==> src/rtl/systolic_pkg.sv <==
// systolic_pkg: shared element type, default width and serializer states.
package systolic_pkg;
  localparam int ELEM_W_DEF = 8;
  typedef logic signed [ELEM_W_DEF-1:0] elem_t;
  typedef enum logic {IDLE, STREAM} state_t;
endpackage

==> src/rtl/systolic_result_serializer.sv <==
// systolic_result_serializer: buffers an NxN result matrix and streams it row-major over valid/ready.
module systolic_result_serializer
  import systolic_pkg::*;
#(
  parameter int N      = 4,
  parameter int ELEM_W = ELEM_W_DEF
) (
  input  logic                              i_clk,
  input  logic                              i_arst_n,
  input  logic [N-1:0][N-1:0][ELEM_W-1:0]   i_c,
  input  logic                              i_validResult,
  output logic                              o_idle,
  output logic signed [ELEM_W-1:0]          o_data,
  output logic [$clog2(N)-1:0]              o_row,
  output logic [$clog2(N)-1:0]              o_col,
  output logic                              o_valid,
  input  logic                              i_ready,
  output logic                              o_last,
  output logic                              o_overrun,
  input  logic                              i_clearOverrun
);
  localparam int KW = $clog2(N*N);
  localparam int RW = $clog2(N);
  state_t state_q, state_d;
  logic [KW-1:0] k_q, k_d;
  logic [RW-1:0] row_q, row_d, col_q, col_d;
  logic ovr_q, ovr_d;
  logic [N*N-1:0][ELEM_W-1:0] mem_q;
  logic xfer, last, capture, col_wrap;
  // row/col are tracked alongside k so no divider is needed for the indices
  always_comb begin
    xfer     = (state_q == STREAM) && i_ready;
    last     = k_q == KW'(N*N-1);
    col_wrap = col_q == RW'(N-1);
    capture  = i_validResult && (state_q == IDLE || (xfer && last));
    state_d  = capture ? STREAM : (xfer && last) ? IDLE : state_q;
    k_d      = capture ? '0 : xfer ? k_q + KW'(1) : k_q;
    col_d    = (capture || (xfer && col_wrap)) ? '0 : xfer ? col_q + RW'(1) : col_q;
    row_d    = capture ? '0 : (xfer && col_wrap) ? row_q + RW'(1) : row_q;
    ovr_d    = (i_validResult && state_q == STREAM && !(xfer && last)) || (ovr_q && !i_clearOverrun);
  end
  always_ff @(posedge i_clk or negedge i_arst_n) begin
    if (!i_arst_n) begin
      state_q <= IDLE;
      k_q     <= '0;
      row_q   <= '0;
      col_q   <= '0;
      ovr_q   <= 1'b0;
    end else begin
      state_q <= state_d;
      k_q     <= k_d;
      row_q   <= row_d;
      col_q   <= col_d;
      ovr_q   <= ovr_d;
    end
  end
  always_ff @(posedge i_clk) begin
    if (capture) mem_q <= i_c;
  end
  assign o_valid   = state_q == STREAM;
  assign o_idle    = state_q == IDLE;
  assign o_last    = o_valid && last;
  assign o_data    = o_valid ? mem_q[k_q] : '0;
  assign o_row     = o_valid ? row_q : '0;
  assign o_col     = o_valid ? col_q : '0;
  assign o_overrun = ovr_q;
endmodule
==> config.mk <==
export PLATFORM = sky130hd
export DESIGN_NAME = systolic_result_serializer
export DESIGN_NICKNAME = d
export VERILOG_FILES = /design/src/rtl/systolic_pkg.sv /design/src/rtl/systolic_result_serializer.sv
export SDC_FILE = /design/constraint.sdc
export NUM_CORES = 1
export LEC_CHECK = 0
export ABC_AREA = 1
export CAP_MARGIN = 30
export CORE_ASPECT_RATIO = 0.9
export CORE_MARGIN = 8
export CORE_UTILIZATION = 63
export DETAILED_ROUTE_END_ITERATION = 7
export DONT_BUFFER_PORTS = 1
export PLACE_DENSITY = 0.81
export SLEW_MARGIN = 20
export SYNTH_ARGS = -nofsm -noshare
export SYNTH_HDL_FRONTEND = slang
export SYNTH_SLANG_ARGS = --single-unit
==> constraint.sdc <==
create_clock -name i_clk -period 4.72 [get_ports i_clk]
set_clock_uncertainty 0.2 [all_clocks]
set_input_delay 0.236 -clock i_clk [delete_from_list [all_inputs] [get_ports i_clk]]
set_output_delay 0.236 -clock i_clk [all_outputs]
set_load 0.01 [all_outputs]
==> results of run 1 <==
-- where the power goes --
group | switching [mW] | internal (mW)
sequential | 0.0995 | 1.44
clock | 0.554 | 0.762
combinational | 0.833 | 0.386
-- critical path: cells and delay by family, from the launching register on --
family | cells | cell delay [ns]
buffers and inverters | 3 | 0.79
flip-flops | 1 | 0.80
AND/OR/NAND/NOR | 5 | 0.44
AO/OA/AOI/OAI | 1 | 0.38
-- stage by stage --
step / setup WS (ns) / hold WS [ns] / cells / total power [mW]
after floorplan: 0.523 / -0.260 / 593 / 2.36
after global placement: 1.66 / -0.259 / 701 / 2.55
after detailed placement: 1.53 / -0.259 / 702 / 2.60
after CTS: 1.45 / 0.120 / 868 / 3.97
after global routing: 1.17 / 0.117 / 870 / 4.24
final: 1.31 / 0.134 / 870 / 4.08
-- state kept, by name, summed over array words and instances (netlist names) --
register	cells
k_q	4
o_valid	1
o_overrun	1
col_q	2
row_q	2
mem_q	128
-- final cells by class --
type,instances,area (um2)
multi-input cells,329,1400
well taps,126,158
inverters,104,398
clock buffers,17,414
clock inverters,15,164
flip-flops and latches,138,4100
repair buffers,140,1420
diodes,1,2.50
fillers,481,1430
-- placed cells by master, fill, tap and decap left out, drive strengths merged --
master and n:
nor3 1, clkbuf 17, clkinvlp 3, diode 1
nor2 6, o21ai 2, nand3 68, clkinv 9
xnor2 1, o22ai 1, bufinv 2, edfxtp 128
dfrtp 10, xor2 3, inv 105, ha 2
nand2 236, a21oi 9, buf 6, dlygate4sd3 134
-- timing repair --
action	in CTS	in global routing
hold buffers	134	0
hold endpoints to repair	146	0
resized for setup	0	0
-- routing by layer --
metal	vias up	wire [um]	track usage, %	part of all wire [%]
li1	2162	-	-	-
met3	51	1640	7.61	9.4
met1	2305	6120	29.4	35
met5	-	0	0	0
met4	0	537	12.8	3.1
met2	350	9190	48.1	53
-- cells by family after synthesis --
| kind of cell | synth area share (%) |
|---|---|
| buffers and inverters | 8.65 |
| adders and majority gates | 0.416 |
| AOI/OAI and AO/OA | 1.02 |
| xor gates and xnor gates | 0.582 |
| DFF | 68.0 |
| and+or+nand+nor | 21.3 |
-- worst max-delay path by stage --
| stage | from | to | slack (ns) |
|---|---|---|---|
| after floorplan | o_valid$_DFFE_PN0P_ | mem_q[0]$_DFFE_PP_ | 0.52 |
| after global placement | k_q[0]$_DFFE_PN0P_ | mem_q[118]$_DFFE_PP_ | 1.66 |
| after detailed placement | k_q[0]$_DFFE_PN0P_ | mem_q[120]$_DFFE_PP_ | 1.53 |
| after CTS | k_q[0]$_DFFE_PN0P_ | o_data[5] | 1.45 |
| after global routing | k_q[0]$_DFFE_PN0P_ | o_data[6] | 1.17 |
| final | k_q[0]$_DFFE_PN0P_ | o_data[7] | 1.31 |
==> reports/qor.yml, run 1 <==
place:
  io_buffers: 0
  gp_congestion: 0.913
  dp_hpwl_mm: 9.14
  post_dp_cell_area_mm2: 0.00610
logic_synthesis:
  synth_cell_types: 26
  yosys_most_used_dff: "edfxtp_1"
  ys_warn_count: 0
  yosys.area.top_type: "edfxtp_1"
  async_flop_share_pct: 7.25
  ys_seq_area_share_pct: 68.0
  synthesis.nets: 728
  postSynthCellCount: 593
  ys_seq_elements: 138
  syn_area_mm2: 0.00602
  postSynthAreaPerCell_um2: 10.1
  yosysMostFrequentCell: "nand2_1"
  synth_area_leaders: "edfxtp_1 64%, nand2_1 14%, inv_1 6.1%, nand3_1 5.6%, dfrtp_1 4.2%"
  synth-edff-count: 128
  synth_top_area_share_pct: 63.9
  synth_common_cells: "232 x nand2_1, 128 x edfxtp_1, 97 x inv_1, 67 x nand3_1, 13 x buf_2"
clock_network:
  cts_root_buf: "clkbuf_8"
  clk_latency_ns: 0.52
  cts_tree: "built"
  path_clk_slew_ns: 0.07
  cts_max_path_buffers: 2
  cts_setup_buffers: 0
  clkSinkCount: 138
  numCtsBuffers: 17
  htree_levels: 4
cells_and_area:
  syn2layout_area_growth_pct: 33.8
  final_area_mm2: 0.00805
  drive_gt1_share_pct: 6.59
  finalNetCount: 865
  fin_util_pct: 84.9
critical_path:
  path_cells: "inv_2 -> buf_12 -> nand2_1 -> nand3_1 -> nand2_1 -> nand2_1 -> nand2_1 -> inv_1 -> a21oi_1"
  r2r_cells: 7
  critPathCaptureType: "primary output"
  r2r_slack_ns: 1.74
  cpMostUsedCell: "nand2_1"
  cp_slowest_cell: "dfrtp_2"
  crit_path_start_kind: "register"
  r2r_end: "mem_q[124]$_DFFE_PP_"
  crit_arrival_ns: 2.97
  cp_slowest_stage_delay_ns: 0.80
  r2r_start: "k_q[0]$_DFFE_PN0P_"
  crit_required_ns: 4.28
  critPathKind: "reg -> out"
  cp_max_fo: 37
sta:
  finalCriticalPeriod_ns: 3.41
  worst_slew_pin_slew_ns: 0.668
  final_hold_viol_count: 0
  finalMaxSlewViolations: 0
  clock.fmax_mhz: 293
  finalSetupViolations: 0
  slew-limit-headroom_pct: 55.5
  min_period_over_period_pct: 72.3
  rsz0062_at_grt: "false"
  finalSetupTns_ns: 0
global_routing:
  grt_use_total_pct: 26.9
  antenna_found_initial: 1
  grt_pass1_wl_mm: 26.3
  grt_start_max_net_pins: 84
  grt_pass1_vias: 4943
  grt_overflow_total: 0
worst_hold_path:
  min_to: "mem_q[16]$_DFFE_PP_"
  hold_class: "in -> reg"
  hp-start: "i_c[16]"
  whs_path_depth: 1
floorplan:
  core_area_mm2: 0.00949
  start_util_pct: 63.4
  pin_count: 149
  die_y_um: 109
  die_area_mm2: 0.0129
  die_w_um: 119
  floorplan.rows: 34
power_and_ir_drop:
  p_leak_nw: 3.50
  max-vdd-ir-drop_mv: 0.362
  power_density_mw_per_mm2: 506
drt:
  ant_nets: 0
  viasPerCell: 5.60
  drt-initial-drc-count: 516
  wl_per_cell_um: 20.1
  finalWirelength_mm: 17.5
  firstDrtPassIters: 5
  vias: 4868
  drc: 0
status:
  status: "complete, no violations"
flow_run:
  drv_cap: 0
Note: power is estimated with default switching activity, not from simulation.
==> run 2, diff against run 1 <==
Clock period 4.72 ns to 3.5 ns, I/O delays scaled along.
==> reports/qor.yml, run 2 (same netlist as run 1, synthesis figures left out) <==
status:
  status: "complete, no violations"  # unchanged
place:
  dp_hpwl_mm: 9.40  # was 9.14 mm
  gp_congestion: 0.832  # was 0.913
  io_buffers: 0  # unchanged
  dp.cells: 702  # unchanged
  post_dp_cell_area_mm2: 0.00613  # was 0.00610 mm2
global_routing:
  grt_pass1_wl_mm: 27.0  # was 26.3 mm
  grt_pass1_vias: 5096  # was 4943
  antenna_found_initial: 2  # was 1
  grt_overflow_total: 0  # unchanged
  grt_start_max_net_pins: 68  # was 84
  grt_use_total_pct: 27.6  # was 26.9%
sta:
  finalCriticalPeriod_ns: 3.07
  min_period_over_period_pct: 87.8
  worst_slew_pin_slew_ns: 0.659  # was 0.668 ns
  slew-limit-headroom_pct: 56.0  # was 55.5%
  finalSetupViolations: 0  # unchanged
  clock.fmax_mhz: 325
  final_hold_viol_count: 0  # unchanged
  finalMaxSlewViolations: 0  # unchanged
  hold_slack_ns: 0.0762  # was 0.134 ns
  finalSetupTns_ns: 0  # unchanged
  rsz0062_at_grt: "false"  # unchanged
drt:
  finalWirelength_mm: 17.6  # was 17.5 mm
  vias: 4896  # was 4868
  drt-initial-drc-count: 571  # was 516
  drc: 0  # unchanged
  viasPerCell: 5.61  # was 5.60
  firstDrtPassIters: 7  # was 5
  ant_nets: 0  # unchanged
  wl_per_cell_um: 20.2  # was 20.1 um
cells_and_area:
  largest_register: "mem_q"  # unchanged
  largest_registers: "mem_q (128), k_q (4)"  # unchanged
  finalNetCount: 865  # unchanged
  layoutNonFillerInstCount: 872  # was 870
  final_area_mm2: 0.00807  # was 0.00805 mm2
  layout_commonest_cell: "nand2_1"  # unchanged
  final_cell_mix: "232 x nand2_1, 135 x dlygate4sd3_1, 128 x edfxtp_1"  # was 232 x nand2_1, 134 x dlygate4sd3_1, 128 x edfxtp_1
  syn2layout_area_growth_pct: 34.1  # was 33.8%
  drive_gt1_share_pct: 6.46  # was 6.59%
  nFillCells: 474  # was 481
  fin_util_pct: 85.0  # was 84.9%
  largest_reg_flops: 128  # unchanged
critical_path:
  critPathKind: "reg -> out"  # unchanged
  crit_path_start_kind: "register"  # unchanged
  cp_max_fo: 40  # was 37
  crit_arrival_ns: 2.70  # was 2.97 ns
  crit_required_ns: 3.12  # was 4.28 ns
  critPathCaptureType: "primary output"  # unchanged
worst_hold_path:
  hold_class: "in -> reg"  # unchanged
power_and_ir_drop:
  p_seq_share_pct: 37.7  # was 37.8%
  netSwitchingPower_mw: 1.98  # was 1.49 mW
  switching_share_pct: 36.2  # was 36.5%
  p_leak_nw: 3.49  # was 3.50 nW
  p_comb_share_pct: 29.9  # about the same
  p_int_mw: 3.49  # was 2.59 mW
  power_density_mw_per_mm2: 678  # was 506 mW/mm2
  max-vdd-ir-drop_mv: 0.435  # was 0.362 mV
  clkPwrFrac_pct: 32.4  # was 32.3%
clock_network:
  htree_levels: 4  # unchanged
  cts_root_buf: "clkbuf_8"  # unchanged
  clkSinkCount: 138  # unchanged
  numCtsBuffers: 17  # unchanged
  cts-resized-gates: 0  # unchanged
  clk_latency_ns: 0.51  # was 0.52 ns
  path_clk_slew_ns: 0.07  # about the same
  cts_tree: "built"  # unchanged
  cts_setup_buffers: 0  # unchanged
  postCtsHoldBufs: 135  # was 134
  cts_max_path_buffers: 2  # unchanged
floorplan:
  die_area_mm2: 0.0129  # unchanged
  die_w_um: 119  # unchanged
  start_util_pct: 63.4  # unchanged
  pin_count: 149  # unchanged
  die_y_um: 109  # unchanged
  floorplan.rows: 34  # unchanged
  core_area_mm2: 0.00949  # unchanged
flow_run:
  drv_cap: 0  # unchanged
[run 2: cell count changes in the layout (fill, tap and decap cells not counted)]
cell	change
diode_2	+2
buf_4	-2
clkinv_4	+1
buf_12	+2
inv_4	-1
buf_16	-1
dlygate4sd3_1	+1
[run 2: worst max-delay path: stages (launching register included)]
cell and delay (ns):
dfrtp_2 0.70, inv_2 0.36, buf_12 0.28, nand2_1 0.10
nand3_1 0.09, nand2_1 0.15, nand2_1 0.07, nand2_1 0.09
inv_1 0.06, a21oi_1 0.26
[run 2: path summary, 6_finish.rpt]
check                                          start                   end  slack [ns]  cells after the start
min in group asynchronous                   i_arst_n   o_valid$_DFFE_PN0P_        0.41                      2
worst min register to register  row_q[1]$_DFFE_PN0P_  row_q[1]$_DFFE_PN0P_        0.37                      3
max in group asynchronous                   i_arst_n    k_q[0]$_DFFE_PN0P_        2.31                      2
worst max-delay path              k_q[0]$_DFFE_PN0P_             o_data[4]        0.43                      9
worst min-delay path                         i_c[42]   mem_q[42]$_DFFE_PP_        0.08                      1
worst max register to register    k_q[0]$_DFFE_PN0P_   mem_q[32]$_DFFE_PP_        1.19                      6
[run 2: area by class of cell]
| cell class | instances | area (um2) | share of cell area [%] |
|---|---|---|---|
| antenna | 3 | 7.51 | 0.0931 |
| clock buffer | 17 | 414 | 5.13 |
| clock inverter | 15 | 165 | 2.05 |
| inverter | 104 | 399 | 4.95 |
| multi-input combinational | 329 | 1400 | 17.4 |
| sequential | 138 | 4100 | 50.8 |
| tap | 126 | 158 | 1.95 |
| timing repair buffer | 140 | 1430 | 17.7 |
[run 2: per-layer routing]
| metal | vias up | wire (um) | track usage, % |
|---|---|---|---|
| li1 | 2159 | - | - |
| met1 | 2316 | 6050 | 29.6 |
| met2 | 359 | 9120 | 49.0 |
| met3 | 62 | 1690 | 8.28 |
| met4 | 0 | 748 | 14.2 |
| met5 | - | 0 | 0 |
[run 2: power groups by stage]
stage / sequential (mW) / combinational [mW] / clock (mW)
global route: 2.08 / 1.78 / 1.85
floorplan: 2.03 / 1.15 / 0
global placement: 2.08 / 1.35 / 0
finish: 2.07 / 1.64 / 1.77
detailed placement: 2.09 / 1.41 / 0
CTS: 2.06 / 1.55 / 1.75
[run 2: per-stage QoR]
step	power (mW)	setup WS, ns
after floorplan	3.17	0.0219
after global placement	3.43	0.914
after detailed placement	3.50	1.06
after CTS	5.36	0.490
after global routing	5.71	0.274
final	5.47	0.425
